--- config.mk ---
export PLATFORM = sky130hd
export DESIGN_NAME = board_blitter
export DESIGN_NICKNAME = d
export VERILOG_FILES = /design/src/rtl/board_blitter.sv
export SDC_FILE = /design/constraint.sdc
export NUM_CORES = 1
export LEC_CHECK = 0
export BUFFER_PORTS_ARGS = -buffer_cell sky130_fd_sc_hd__buf_2
export CELL_PAD_IN_SITES_DETAIL_PLACEMENT = 1
export CELL_PAD_IN_SITES_GLOBAL_PLACEMENT = 1
export CORE_ASPECT_RATIO = 1.25
export CORE_MARGIN = 2
export CORE_UTILIZATION = 44
export DETAILED_ROUTE_END_ITERATION = 16
export MAX_ROUTING_LAYER = met4
export PLACE_DENSITY = 0.84
export SLEW_MARGIN = 25
export SYNTH_ARGS = -nofsm -noshare
export SYNTH_HDL_FRONTEND = slang
export SYNTH_SLANG_ARGS = --single-unit
--- constraint.sdc ---
create_clock -name clk -period 2.8 [get_ports clk]
set_input_delay 0.14 -clock clk [delete_from_list [all_inputs] [get_ports clk]]
set_output_delay 0.14 -clock clk [all_outputs]
set_load 0.02 [all_outputs]
--- src/rtl/board_blitter.sv ---
// Board-to-sprite feeder: on frame_start walks the board row-major, reads each cell
// colour from a sync-read RAM and hands one 16x16 draw per cell to the sprite mapper.
module board_blitter #(
    parameter int BOARD_COLS = 10,
    parameter int BOARD_ROWS = 20,
    parameter int ORIGIN_X   = 240,
    parameter int ORIGIN_Y   = 80,
    parameter int SKIP_EMPTY = 0
) (
    input  logic       clk,
    input  logic       reset,
    input  logic       frame_start,
    output logic [7:0] cell_addr,
    input  logic [3:0] cell_color,
    output logic [9:0] sm_x,
    output logic [9:0] sm_y,
    output logic [3:0] sm_color,
    output logic       sm_start,
    input  logic       sm_complete,
    output logic       busy,
    output logic       frame_done
);

    localparam logic [3:0] LAST_COL = 4'(BOARD_COLS - 1);
    localparam logic [4:0] LAST_ROW = 5'(BOARD_ROWS - 1);
    localparam logic [9:0] X_BASE   = 10'(ORIGIN_X);
    localparam logic [9:0] Y_BASE   = 10'(ORIGIN_Y);
    localparam bit         SKIP_EN  = (SKIP_EMPTY != 0);

    typedef enum logic [2:0] {
        IDLE,
        FETCH,
        LATCH,
        ISSUE,
        WAIT_LOW,
        WAIT_HIGH,
        ADVANCE,
        DONE
    } state_t;

    state_t     state;
    state_t     state_nx;
    logic [3:0] col;
    logic [4:0] row;
    logic       last_cell;

    // Pixel origin of a cell along one axis: 16 pixels per cell, no wrap handling.
    function automatic logic [9:0] cell_px(input logic [9:0] base, input logic [4:0] idx);
        return base + {1'b0, idx, 4'b0000};
    endfunction

    assign last_cell = (row == LAST_ROW) && (col == LAST_COL);

    always_ff @(posedge clk or posedge reset) begin
        if (reset) begin
            state <= IDLE;
        end else begin
            state <= state_nx;
        end
    end

    always_comb begin
        state_nx = state;
        case (state)
            IDLE: begin
                if (frame_start) begin
                    state_nx = FETCH;
                end
            end
            FETCH: begin
                state_nx = LATCH;
            end
            LATCH: begin
                if (SKIP_EN && (cell_color == 4'h0)) begin
                    state_nx = ADVANCE;
                end else begin
                    state_nx = ISSUE;
                end
            end
            ISSUE: begin
                state_nx = WAIT_LOW;
            end
            // The mapper may take a few cycles to drop its idle flag; never re-issue meanwhile.
            WAIT_LOW: begin
                if (!sm_complete) begin
                    state_nx = WAIT_HIGH;
                end
            end
            WAIT_HIGH: begin
                if (sm_complete) begin
                    state_nx = ADVANCE;
                end
            end
            ADVANCE: begin
                if (last_cell) begin
                    state_nx = DONE;
                end else begin
                    state_nx = FETCH;
                end
            end
            DONE: begin
                state_nx = IDLE;
            end
            default: begin
                state_nx = IDLE;
            end
        endcase
    end

    // Control outputs are registered from the next state so they line up with it.
    always_ff @(posedge clk or posedge reset) begin
        if (reset) begin
            sm_start   <= 1'b0;
            busy       <= 1'b0;
            frame_done <= 1'b0;
        end else begin
            sm_start   <= (state_nx == ISSUE);
            busy       <= (state_nx != IDLE);
            frame_done <= (state_nx == DONE);
        end
    end

    // cell_addr is valid throughout FETCH, so the RAM data arrives in LATCH.
    always_ff @(posedge clk or posedge reset) begin
        if (reset) begin
            col       <= 4'd0;
            row       <= 5'd0;
            cell_addr <= 8'd0;
            sm_x      <= 10'd0;
            sm_y      <= 10'd0;
            sm_color  <= 4'd0;
        end else begin
            case (state)
                IDLE: begin
                    if (frame_start) begin
                        col       <= 4'd0;
                        row       <= 5'd0;
                        cell_addr <= 8'd0;
                    end
                end
                LATCH: begin
                    sm_color <= cell_color;
                    sm_x     <= cell_px(X_BASE, {1'b0, col});
                    sm_y     <= cell_px(Y_BASE, row);
                end
                ADVANCE: begin
                    cell_addr <= cell_addr + 8'd1;
                    if (col == LAST_COL) begin
                        col <= 4'd0;
                        row <= row + 5'd1;
                    end else begin
                        col <= col + 4'd1;
                    end
                end
                default: begin
                end
            endcase
        end
    end

endmodule

==> out/summary.txt, run 1 <==
Mean number of vias per cell: 5.060
Initial DRC count: 17
Clk_skew: 8.911 ps
HP Class: in -> reg
VDD IR-drop max: 0.0004877 V
GR Overflow Total: 0
RSZ-0062 raised after global routing: false
# fillers: 492
Setup crit start: state[1]
Worst setup SP type: flop
Reg2reg setup slack: 1290 ps
Vias in the first global route: 1343
CP Class: reg -> reg
Worst setup endpoint: col[0]
Width of the die: 62.79 um
Status: complete, no violations
Most frequent cells after synthesis: 38 x dfrtp_1, 38 x nand2_1, 13 x o21ai_1
Terminus of the critical flop-to-flop path: col[0]
Met2 wire length: 1761 um
Pwr Density: 967.4 nW/um^2
Clk sink count: 38
Root buf cell: clkbuf_8
Tot Pwr: 0.002074 W
Design area: 2143 sq um
Main area contributors after synthesis: dfrtp_1 50%, nand2_1 7.5%, buf_4 3.9%, o21ai_1 3.4%, ha_1 3.3%
Wirelength per Cell: 12.68 um
Area share of the largest cell type after synthesis: 50.03%
Final min period: 1515 ps
Met3 wire length: 152 um
EDFF count, synth: 0
Max layer used: met4
Syn-to-layout area delta: 12.77%
Post-Synthesis Cells: 192
ANT cells: 0
CP Max Fanout: 12
Drt pass-1 iters: 4
Die height: 77.48 um
Final WL: 3563 um
Cell Rows: 26
Htree depth: 2
DP Wirelength: 2601 um
WP data arrival: 1690 ps
Max Clock Freq: 660.2 MHz
Final setup viols: 0
Initial antenna violation count: 0
Reg2reg path depth: 3
CTS Buffer Depth: 2
Number of slew-limit violations in the final report: 0
Crit path required time: 2980 ps
Nets: 237
Largest net degree at the start of global routing: 39
Synth Register Bits: 38
Total track usage: 16.61%
I/O pin count: 43
CTS tree: done
Warnings, synthesis: 0
Post-CTS Resized: 0
Layout cells sized above 1: 21.78%
Post-Syn Area: 1901 sq um
Syn_area_per_cell: 9.899 sq um
IO buf count: 33
Worst-path clk slew: 70 ps
Synth Flop Type: dfrtp_1
Fin Setup TNS: 0 ps
Drt drc: 0
Crit path capture type: flop
Via count: 1422
Core ar.: 4131 sq um
Gpl congestion: 0.7279
Post-route antenna net violation count: 0
Final critical-path share of the clock period: 54.10%
Wl on met1: 1574 um
Total CTS buffers: 5
P_leak: 1.093 nW
R2R Path Start: state[1]
Register area share after synthesis: 50.03%
Number of distinct library cells after synthesis: 41
Synth async-reset ratio: 100.0%
Number of max-cap violations: 0
Final hold viol count: 0
First-pass GRT wire length: 6230 um
Most area-hungry cell type in the Yosys netlist: dfrtp_1
Initial Util: 46.00%
Post-DP Area: 2042 sq um
Die ar.: 4865 sq um
Clk_lat worst skew: 290 ps
## cell families (layout without fill, tap and decap cells)
group	after synthesis	after routing	synth area share, %
adder cells (fa/ha/maj)	5	5	3.292
XOR/XNOR	8	8	3.686
other	1	9	0.1973
AND/OR/NAND/NOR	78	78	21.99
AO/OA/AOI/OAI	35	35	10.86
flip-flops	38	38	50.03
multiplexers	3	3	1.646
buffers and inverters	24	49	8.294
## cells in the final DEF, fill, tap and decap left out, drive strengths merged, types with 4 or more instances in the layout
cell / instances
buf: 35
xor2: 4
ha: 5
nand3: 11
o21ai: 20
clkbuf: 7
nand2b: 4
dfrtp: 38
conb: 9
xnor2: 4
inv: 5
nand2: 38
a21oi: 4
nor2: 9
## how the worst min path moves through the flow
stage / startpoint / end / cells past startpoint
final: cell_color[0] / sm_color[0] / 3
after global routing: cell_color[0] / sm_color[0] / 3
after CTS: cell_color[0] / sm_color[0] / 3
after detailed placement: reset / sm_x[4] / 3
after global placement: reset / sm_x[6] / 3
after floorplan: cell_color[0] / sm_color[0] / 2
## timing repair
action | 4_1_cts | 5_1_grt
setup buffers | 0 | 0
hold endpoints to repair | 38 | 0
hold buffers | 1 | 0
## where the power goes
| part | total (W) | internal (W) | leakage [nW] | switching [W] |
|---|---|---|---|---|
| Clock | 0.000384 | 0.000198 | 0.0482 | 0.000185 |
| Sequential | 0.000901 | 0.000722 | 0.496 | 0.000179 |
| Combinational | 0.000789 | 0.000298 | 0.549 | 0.000491 |
| Total | 0.00207 | 0.00122 | 1.09 | 0.000856 |
## metal layers
metal	vias up	track usage, %
met2	36	27.31
met1	680	19.73
met3	8	3.623
met5	-	-
li1	698	-
met4	0	7.111
## state kept, by name (all words and copies together), names as in the netlist
register	count
state	3
row	5
sm_x	5
col	4
sm_color	4
frame_done	1
cell_addr	8
sm_start	1
sm_y	6
busy	1
## stage by stage
step                instances  setup WS (ps)  utilization [%]  hold slack (ps)
finish                    281           1285            51.88            46.46
global route              281           1148            51.88            49.87
CTS                       281           1282            51.88            37.83
detailed placement        272           1289            49.42            279.4
global placement          272           1321            49.42            276.8
floorplan                 200           1454                -            245.4
## cell type report
cell class / instances / area [sq um] / area share, %
clock buffer: 7 / 86.33 / 4.028
clock inverter: 1 / 5.005 / 0.2335
inverter: 5 / 18.77 / 0.8757
multi-input combinational: 138 / 822.0 / 38.35
sequential: 38 / 950.9 / 44.37
tap: 56 / 70.07 / 3.269
timing repair buffer: 36 / 190.2 / 8.873
## worst max-delay path, cell delays in order, from the launching register on
cell and delay (ps):
dfrtp_1 600, and3b_1 400, nor2_4 120, mux2_2 270
(Power assumes the default switching activity.)
==> run 2, diff against run 1 <==
--- a/config.mk
+++ b/config.mk
@@ -5,15 +5,16 @@
 export SDC_FILE = /design/constraint.sdc
 export NUM_CORES = 1
 export LEC_CHECK = 0
+export ABC_AREA = 1
 export BUFFER_PORTS_ARGS = -buffer_cell sky130_fd_sc_hd__buf_2
 export CELL_PAD_IN_SITES_DETAIL_PLACEMENT = 1
 export CELL_PAD_IN_SITES_GLOBAL_PLACEMENT = 1
 export CORE_ASPECT_RATIO = 1.25
 export CORE_MARGIN = 2
-export CORE_UTILIZATION = 44
+export CORE_UTILIZATION = 40
 export DETAILED_ROUTE_END_ITERATION = 16
 export MAX_ROUTING_LAYER = met4
-export PLACE_DENSITY = 0.84
+export PLACE_DENSITY = 0.79
 export SLEW_MARGIN = 25
 export SYNTH_ARGS = -nofsm -noshare
 export SYNTH_HDL_FRONTEND = slang
==> constraint.sdc (replaced) <==
create_clock -name clk -period 1.5 [get_ports clk]
set_input_delay 0.075 -clock clk [delete_from_list [all_inputs] [get_ports clk]]
set_output_delay 0.075 -clock clk [all_outputs]
set_load 0.02 [all_outputs]
==> run 2 against run 1 <==
Net effect:
- clock skew decreased by 2.2 ps
- critical path type unchanged
- worst setup slack lost 1200 ps
- non-clock buffer count is 5 higher
- flip-flop and latch count unchanged
==> out/summary.txt, run 2 <==
I/O pin count: 43 (unchanged)
Syn_area_per_cell: 8.676 sq um (-12%)
EDFF count, synth: 0 (unchanged)
Via count: 1601 (+13%)
Mean number of vias per cell: 4.852 (-4.1%)
Initial DRC count: 47 (+30)
Drt drc: 0 (unchanged)
Power Internal: 0.002165 W (+78%)
Warnings, synthesis: 0 (unchanged)
Clk_skew: 6.711 ps (-2.200 ps)
RSZ-0062 raised after global routing: false
Initial antenna violation count: 0 (unchanged)
Register area share after synthesis: 48.28% (-1.7 points)
Registers with the most flip-flops: cell_addr x8, sm_y x6
Syn-to-layout area delta: 16.26%
Main area contributors after synthesis: dfrtp_1 48%, nand2_1 14%, inv_1 4.2%, buf_4 3.8%, nand3_1 3.8%
Largest Register: cell_addr
Largest net degree at the start of global routing: 39 (unchanged)
Clk sink count: 38 (unchanged)
Min-delay src: cell_color[2]
Number of slew-limit violations in the final report: 0 (unchanged)
Largest family of logic cells by synthesized area: simple AND/OR/NAND/NOR gates
Synth Area in XOR/XNOR: 2.668% (-1.0 points)
Post-Synthesis Cells: 227 (+18%)
Wirelength per Cell: 13.15 um (+3.7%)
WHS: 17.53 ps (-28.93 ps)
VDD IR-drop max: 0.0006986 V (+43%)
Sw Share: 41.93% (+0.67 points)
Status: complete, no violations
Core ar.: 4730 sq um (+14%)
Reg2reg path depth: 6 (+3)
Clock power frac: 19.0% (+0.5 points)
Final min period: 1377 ps (-137.8 ps)
Final critical-path share of the clock period: 91.80% (+38 points)
DP Wirelength: 3164 um (+22%)
Synth Register Bits: 38 (unchanged)
Crit path capture type: flop
Hold path depth: 3 (unchanged)
Number of distinct library cells after synthesis: 27 (-34%)
Final core utilization: 48.41% (-3.5 points)
Net Sw Power: 0.001563 W (+83%)
Gpl congestion: 0.8007 (+10%)
Die height: 82.45 um (+6.4%)
Die ar.: 5504 sq um (+13%)
Most area-hungry cell type in the Yosys netlist: dfrtp_1
P_leak: 1.243 nW (+14%)
Fin Setup TNS: 0 ps (unchanged)
Reg2reg setup slack: 120 ps (-1160 ps)
Synth Area in Adders: 3.177% (-0.12 points)
Part of the power in registers: 40.3% (-3.1 points)
CTS Buffer Depth: 2 (unchanged)
CP Class: reg -> reg
GR Overflow Total: 0 (unchanged)
Max reg flops: 8 (unchanged)
Hold Crit Endpoint: sm_color[2]
Total CTS buffers: 5 (unchanged)
IO buf count: 33 (unchanged)
Post-Syn Area: 1969 sq um (+3.6%)
Most numerous cell in the Yosys netlist: nand2_1
HP Class: in -> reg
Drt pass-1 iters: 4 (unchanged)
Htree depth: 2 (unchanged)
Nets: 282 (+19%)
R2R Path Start: cell_addr[1]
# fillers: 581 (+18%)
Vias in the first global route: 1654 (+23%)
Combinational fraction of design power: 40.7% (+2.7 points)
CTS tree: done
ANT cells: 0 (unchanged)
Worst setup SP type: flop
Width of the die: 66.76 um (+6.3%)
WP data arrival: 1560 ps (-130 ps)
Crit path required time: 1690 ps (-1290 ps)
First-pass GRT wire length: 7514 um (+21%)
CP Max Fanout: 4 (-8)
Clk_lat worst skew: 290 ps (about the same)
Cell Rows: 28 (+7.7%)
Total track usage: 18.74% (+2.1 points)
Mux cell area share after synthesis: 0% (-1.6 points)
Most frequent cells after synthesis: 71 x nand2_1, 38 x dfrtp_1, 22 x inv_1
Terminus of the critical flop-to-flop path: cell_addr[6]
Most frequent cells in the layout: 71 x nand2_1, 38 x dfrtp_1, 33 x buf_2
Synth async-reset ratio: 100.0% (unchanged)
Max Clock Freq: 726.2 MHz (+10%)
Layout cells sized above 1: 23.33% (+1.6 points)
Area share of the largest cell type after synthesis: 48.28% (-1.7 points)
Final setup viols: 0 (unchanged)
Root buf cell: clkbuf_8
Initial Util: 41.64% (-4.4 points)
Simple-Gate Fraction of Synth Area: 26.62% (+4.6 points)
Synth Flop Type: dfrtp_1
Final WL: 4338 um (+22%)
Final hold viol count: 0 (unchanged)
Design area: 2290 sq um (+6.8%)
Number of max-cap violations: 0 (unchanged)
Post-route antenna net violation count: 0 (unchanged)
Commonest non-fill, non-tap cell in the layout: nand2_1
Synth Area in Compound Gates: 8.513% (-2.3 points)
Post-DP Area: 2156 sq um (+5.6%)
Pwr Density: 1628 nW/um^2 (+68%)
Worst-path clk slew: 70 ps (about the same)
[run 2: cell count changes in the layout (fill, tap and decap cells not counted), moves of 3 or more]
cell / change
nand3_1: +4
nand2_4: +5
nand2_1: +33
o21ai_2: +4
o21ai_1: -9
dlygate4sd3_1: +3
nand2b_1: -4
inv_1: +18
nand4_1: +7
o21ai_0: +4
a22o_1: -3
[run 2: per-stage QoR]
step           std cells  worst slack, ps  power (W)
3_3_place_gp         318            192.6   0.002995
6_report             330            123.0   0.003728
3_5_place_dp         318            131.7   0.003054
2_1_floorplan        235            227.4   0.002638
5_1_grt              330            26.44   0.004047
4_1_cts              330            112.4   0.003797
[run 2: logic make-up after synthesis]
family                   after synthesis
AND/OR/NAND/NOR                      112
AO/OA/AOI/OAI                         26
buffers and inverters                 39
XOR/XNOR                               6
flip-flops                            38
adder cells (fa/ha/maj)                5
other                                  1
[run 2: how the worst max path moves through the flow]
stage	startpoint	end	slack, ps	depth (start not counted)
3_5_place_dp	col[1]	state[1]	130	6
5_1_grt	col[1]	busy	30	6
3_3_place_gp	col[1]	busy	190	6
4_1_cts	col[1]	busy	110	6
2_1_floorplan	cell_addr[1]	cell_addr[6]	230	6
6_report	cell_addr[1]	cell_addr[6]	120	6
[run 2: cell type report]
cell class / instances / area (sq um) / area share (%)
Sequential cell: 38 / 950.9 / 41.53
Multi-Input combinational cell: 158 / 843.3 / 36.83
Timing Repair Buffer: 41 / 235.2 / 10.27
Inverter: 25 / 93.84 / 4.098
Clock buffer: 7 / 86.33 / 3.770
Tap cell: 60 / 75.07 / 3.279
Clock inverter: 1 / 5.005 / 0.2186
[run 2: power by group through the flow]
stage / registers, W / clock network [W] / logic, W
floorplan: 0.00175 / 0 / 0.000893
global placement: 0.00150 / 0 / 0.00149
detailed placement: 0.00152 / 0 / 0.00153
CTS: 0.00150 / 0.000740 / 0.00155
global route: 0.00154 / 0.000787 / 0.00172
finish: 0.00150 / 0.000707 / 0.00152
[run 2: critical path: stages (launching register included)]
cell,delay [ps]
dfrtp_1,420
ha_1,230
nand3_1,110
nor2_1,240
nand4_1,130
nand2_1,110
inv_1,40
[run 2: what timing repair did]
action,in CTS,in global routing
setup endpoints to repair,0,3
hold endpoints to repair,41,0
resized for setup,0,1
hold buffers,4,0
buffers inserted,0,0
[run 2: per-layer routing]
| metal | GRT usage (%) | wire length [um] | share of wire, % |
|---|---|---|---|
| met3 | 3.930 | 170 | 3.9 |
| met2 | 32.50 | 2279 | 53 |
| met4 | 8.980 | 103 | 2.4 |
| met5 | - | 0 | 0 |
| met1 | 20.45 | 1784 | 41 |
==> run 3, diff against run 2 <==
--- a/config.mk
+++ b/config.mk
@@ -5,7 +5,6 @@
 export SDC_FILE = /design/constraint.sdc
 export NUM_CORES = 1
 export LEC_CHECK = 0
-export ABC_AREA = 1
 export BUFFER_PORTS_ARGS = -buffer_cell sky130_fd_sc_hd__buf_2
 export CELL_PAD_IN_SITES_DETAIL_PLACEMENT = 1
 export CELL_PAD_IN_SITES_GLOBAL_PLACEMENT = 1
@@ -14,7 +13,7 @@
 export CORE_UTILIZATION = 40
 export DETAILED_ROUTE_END_ITERATION = 16
 export MAX_ROUTING_LAYER = met4
-export PLACE_DENSITY = 0.79
+export PLACE_DENSITY = 0.78
 export SLEW_MARGIN = 25
 export SYNTH_ARGS = -nofsm -noshare
 export SYNTH_HDL_FRONTEND = slang
==> run 3 against run 2 <==
Net effect:
- global-route usage is 1.5 points lower
- critical path type unchanged
- sequential share of layout area is 0.71 points lower
- first-iteration DRC count is 26% higher
- largest power group unchanged
- design area is 1.7% higher
- clock skew hardly changed
- fmax is 2.9% lower
- wire length is 3.8% lower
- sequential power is 6% higher
==> out/summary.txt, run 3 (synthesized netlist as in run 1, its figures left out) <==
Fin Setup TNS: 0 ps (unchanged)
CP Max Fanout: 5 (+1)
ANT cells: 0 (unchanged)
Hold path depth: 3 (unchanged)
Max stage delay cell, worst path: dfrtp_1
Max Clock Freq: 705.2 MHz (-2.9%)
GR Overflow Total: 0 (unchanged)
Met2 wire length: 2156 um (-5.4%)
Crit path cell chain: inv_1 > ha_4 > and3b_2 > nand2_1 > or2_1 > a31oi_1
Total track usage: 17.27% (-1.5 points)
Vias in the first global route: 1484 (-10%)
Wl on met1: 1801 um (+0.95%)
Layout cells sized above 1: 27.46% (+4.1 points)
Max layer used: met4
Max reg flops: 8 (unchanged)
Worst-path clk slew: 70 ps (about the same)
Clk sink count: 38 (unchanged)
Syn-to-layout area delta: 22.58%
Core ar.: 4659 sq um (-1.5%)
VDD IR-drop max: 0.0006814 V (-2.5%)
HP Class: in -> reg
IO buf count: 33 (unchanged)
Cell Rows: 28 (unchanged)
Die ar.: 5322 sq um (-3.3%)
Gpl congestion: 0.7668 (-4.2%)
Min-delay src: frame_start
Registers with the most flip-flops: cell_addr x8, sm_y x6
Initial DRC count: 59 (+26%)
Final critical-path share of the clock period: 94.53% (+2.7 points)
Area of the multi-input gates: 838.3 sq um (-0.59%)
Number of max-cap violations: 0 (unchanged)
Crit path required time: 1700 ps (about the same)
RSZ-0062 raised after global routing: false
WP data arrival: 1620 ps (+60 ps)
Filler-free cell count of the finished design: 304 (-7.9%)
# placed instances: 290 (-8.8%)
Drt pass-1 iters: 4 (unchanged)
Die height: 81.07 um (-1.7%)
Final hold viol count: 0 (unchanged)
First-pass GRT wire length: 6865 um (-8.6%)
Hold Crit Endpoint: busy
P_leak: 1.195 nW (-3.9%)
Drt drc: 0 (unchanged)
Largest Register: cell_addr
R2R Path Start: col[1]
# fillers: 548 (-5.7%)
Final min period: 1418 ps (+40.95 ps)
Reg2reg setup slack: 80 ps (-40 ps)
Worst setup SP type: flop
I/O pin count: 43 (unchanged)
Crit path capture type: flop
Wirelength per Cell: 13.72 um (+4.4%)
Met3 wire length: 172 um (+1.2%)
CTS Buffer Depth: 2 (unchanged)
Clk_skew: 6.937 ps (+0.2264 ps)
Post-route antenna net violation count: 0 (unchanged)
DP Wirelength: 3069 um (-3.0%)
Pwr Density: 1779 nW/um^2 (+9.3%)
Delay of the slowest critical-path stage: 380 ps (-40 ps)
Largest net degree at the start of global routing: 39 (unchanged)
Total CTS buffers: 5 (unchanged)
Initial antenna violation count: 0 (unchanged)
Terminus of the critical flop-to-flop path: state[2]
Htree depth: 2 (unchanged)
Width of the die: 65.66 um (-1.7%)
Final WL: 4171 um (-3.8%)
Mean number of vias per cell: 4.911 (+1.2%)
Initial Util: 40.79% (-0.85 points)
Clk_lat worst skew: 280 ps (about the same)
Final setup viols: 0 (unchanged)
CTS tree: done
Reg2reg path depth: 6 (unchanged)
Nets: 256 (-9.2%)
Most frequent cells in the layout: 38 x nand2_1, 38 x dfrtp_1, 33 x buf_2
Storage cell area: 950.9 sq um (unchanged)
Via count: 1493 (-6.7%)
Status: complete, no violations
Number of slew-limit violations in the final report: 0 (unchanged)
CP Class: reg -> reg
Root buf cell: clkbuf_8
run 3: cell count changes in the layout (fill, tap and decap cells not counted), moves of 3 or more:
cell / change
buf_4: +12
nand3_1: -4
nand2_1: -33
nand2_4: -5
nand2b_1: +3
o21ai_1: +9
nand4_1: -7
o21ai_0: -4
o21ai_2: -4
a22o_1: +3
inv_1: -18
run 3: report_power, final:
part	internal [W]	switching [W]
registers	0.00135	0.000242
logic	0.000746	0.00110
clock network	0.000371	0.000338
run 3: stage by stage:
step                      power, W  hold WS [ps]  setup WS [ps]  utilization [%]  instance area, sq um
after floorplan           0.002846         180.4          154.3                -                  1931
after global placement    0.003349         216.8          58.97            46.46                  2165
after detailed placement  0.003432         222.9          50.50            46.46                  2165
after CTS                 0.004160         115.3          15.15            49.49                  2306
after global routing      0.004478         143.6          15.10            50.00                  2330
final                     0.004145         132.5          82.01            50.00                  2330
run 3: how the worst max path moves through the flow:
| stage | from | cells after the start | end |
|---|---|---|---|
| final | col[1] | 6 | state[2] |
| after global routing | state[1] | 7 | sm_color[2] |
| after CTS | col[1] | 6 | state[2] |
| after detailed placement | state[1] | 3 | col[0] |
| after global placement | col[1] | 6 | state[2] |
| after floorplan | cell_addr[0] | 4 | cell_addr[6] |
run 3: critical path: cells and delay by family, from the launching register on:
kind / cells / cell delay, ps
AND/OR/NAND/NOR: 3 / 530
flip-flops: 1 / 380
AO/OA/AOI/OAI: 1 / 170
adder cells (fa/ha/maj): 1 / 150
buffers and inverters: 1 / 100
run 3: final cells by class:
cell class	instances	area share, %
sequential	38	40.82
multi-input combinational	138	35.98
timing repair buffer	55	15.25
clock buffer	7	3.706
tap	60	3.222
inverter	5	0.8056
clock inverter	1	0.2148
run 3: what timing repair did:
item,4_1_cts,5_1_grt
gates resized for setup,0,4
hold endpoints to repair,42,0
hold buffers,5,0
setup buffers,0,1
endpoints found under the setup margin,0,6
run 3: per-layer routing:
metal / vias to the layer above / GRT usage [%]
li1: 733 / -
met1: 720 / 19.54
met2: 36 / 30.81
met3: 4 / 3.740
met4: 0 / 4.375
met5: - / -
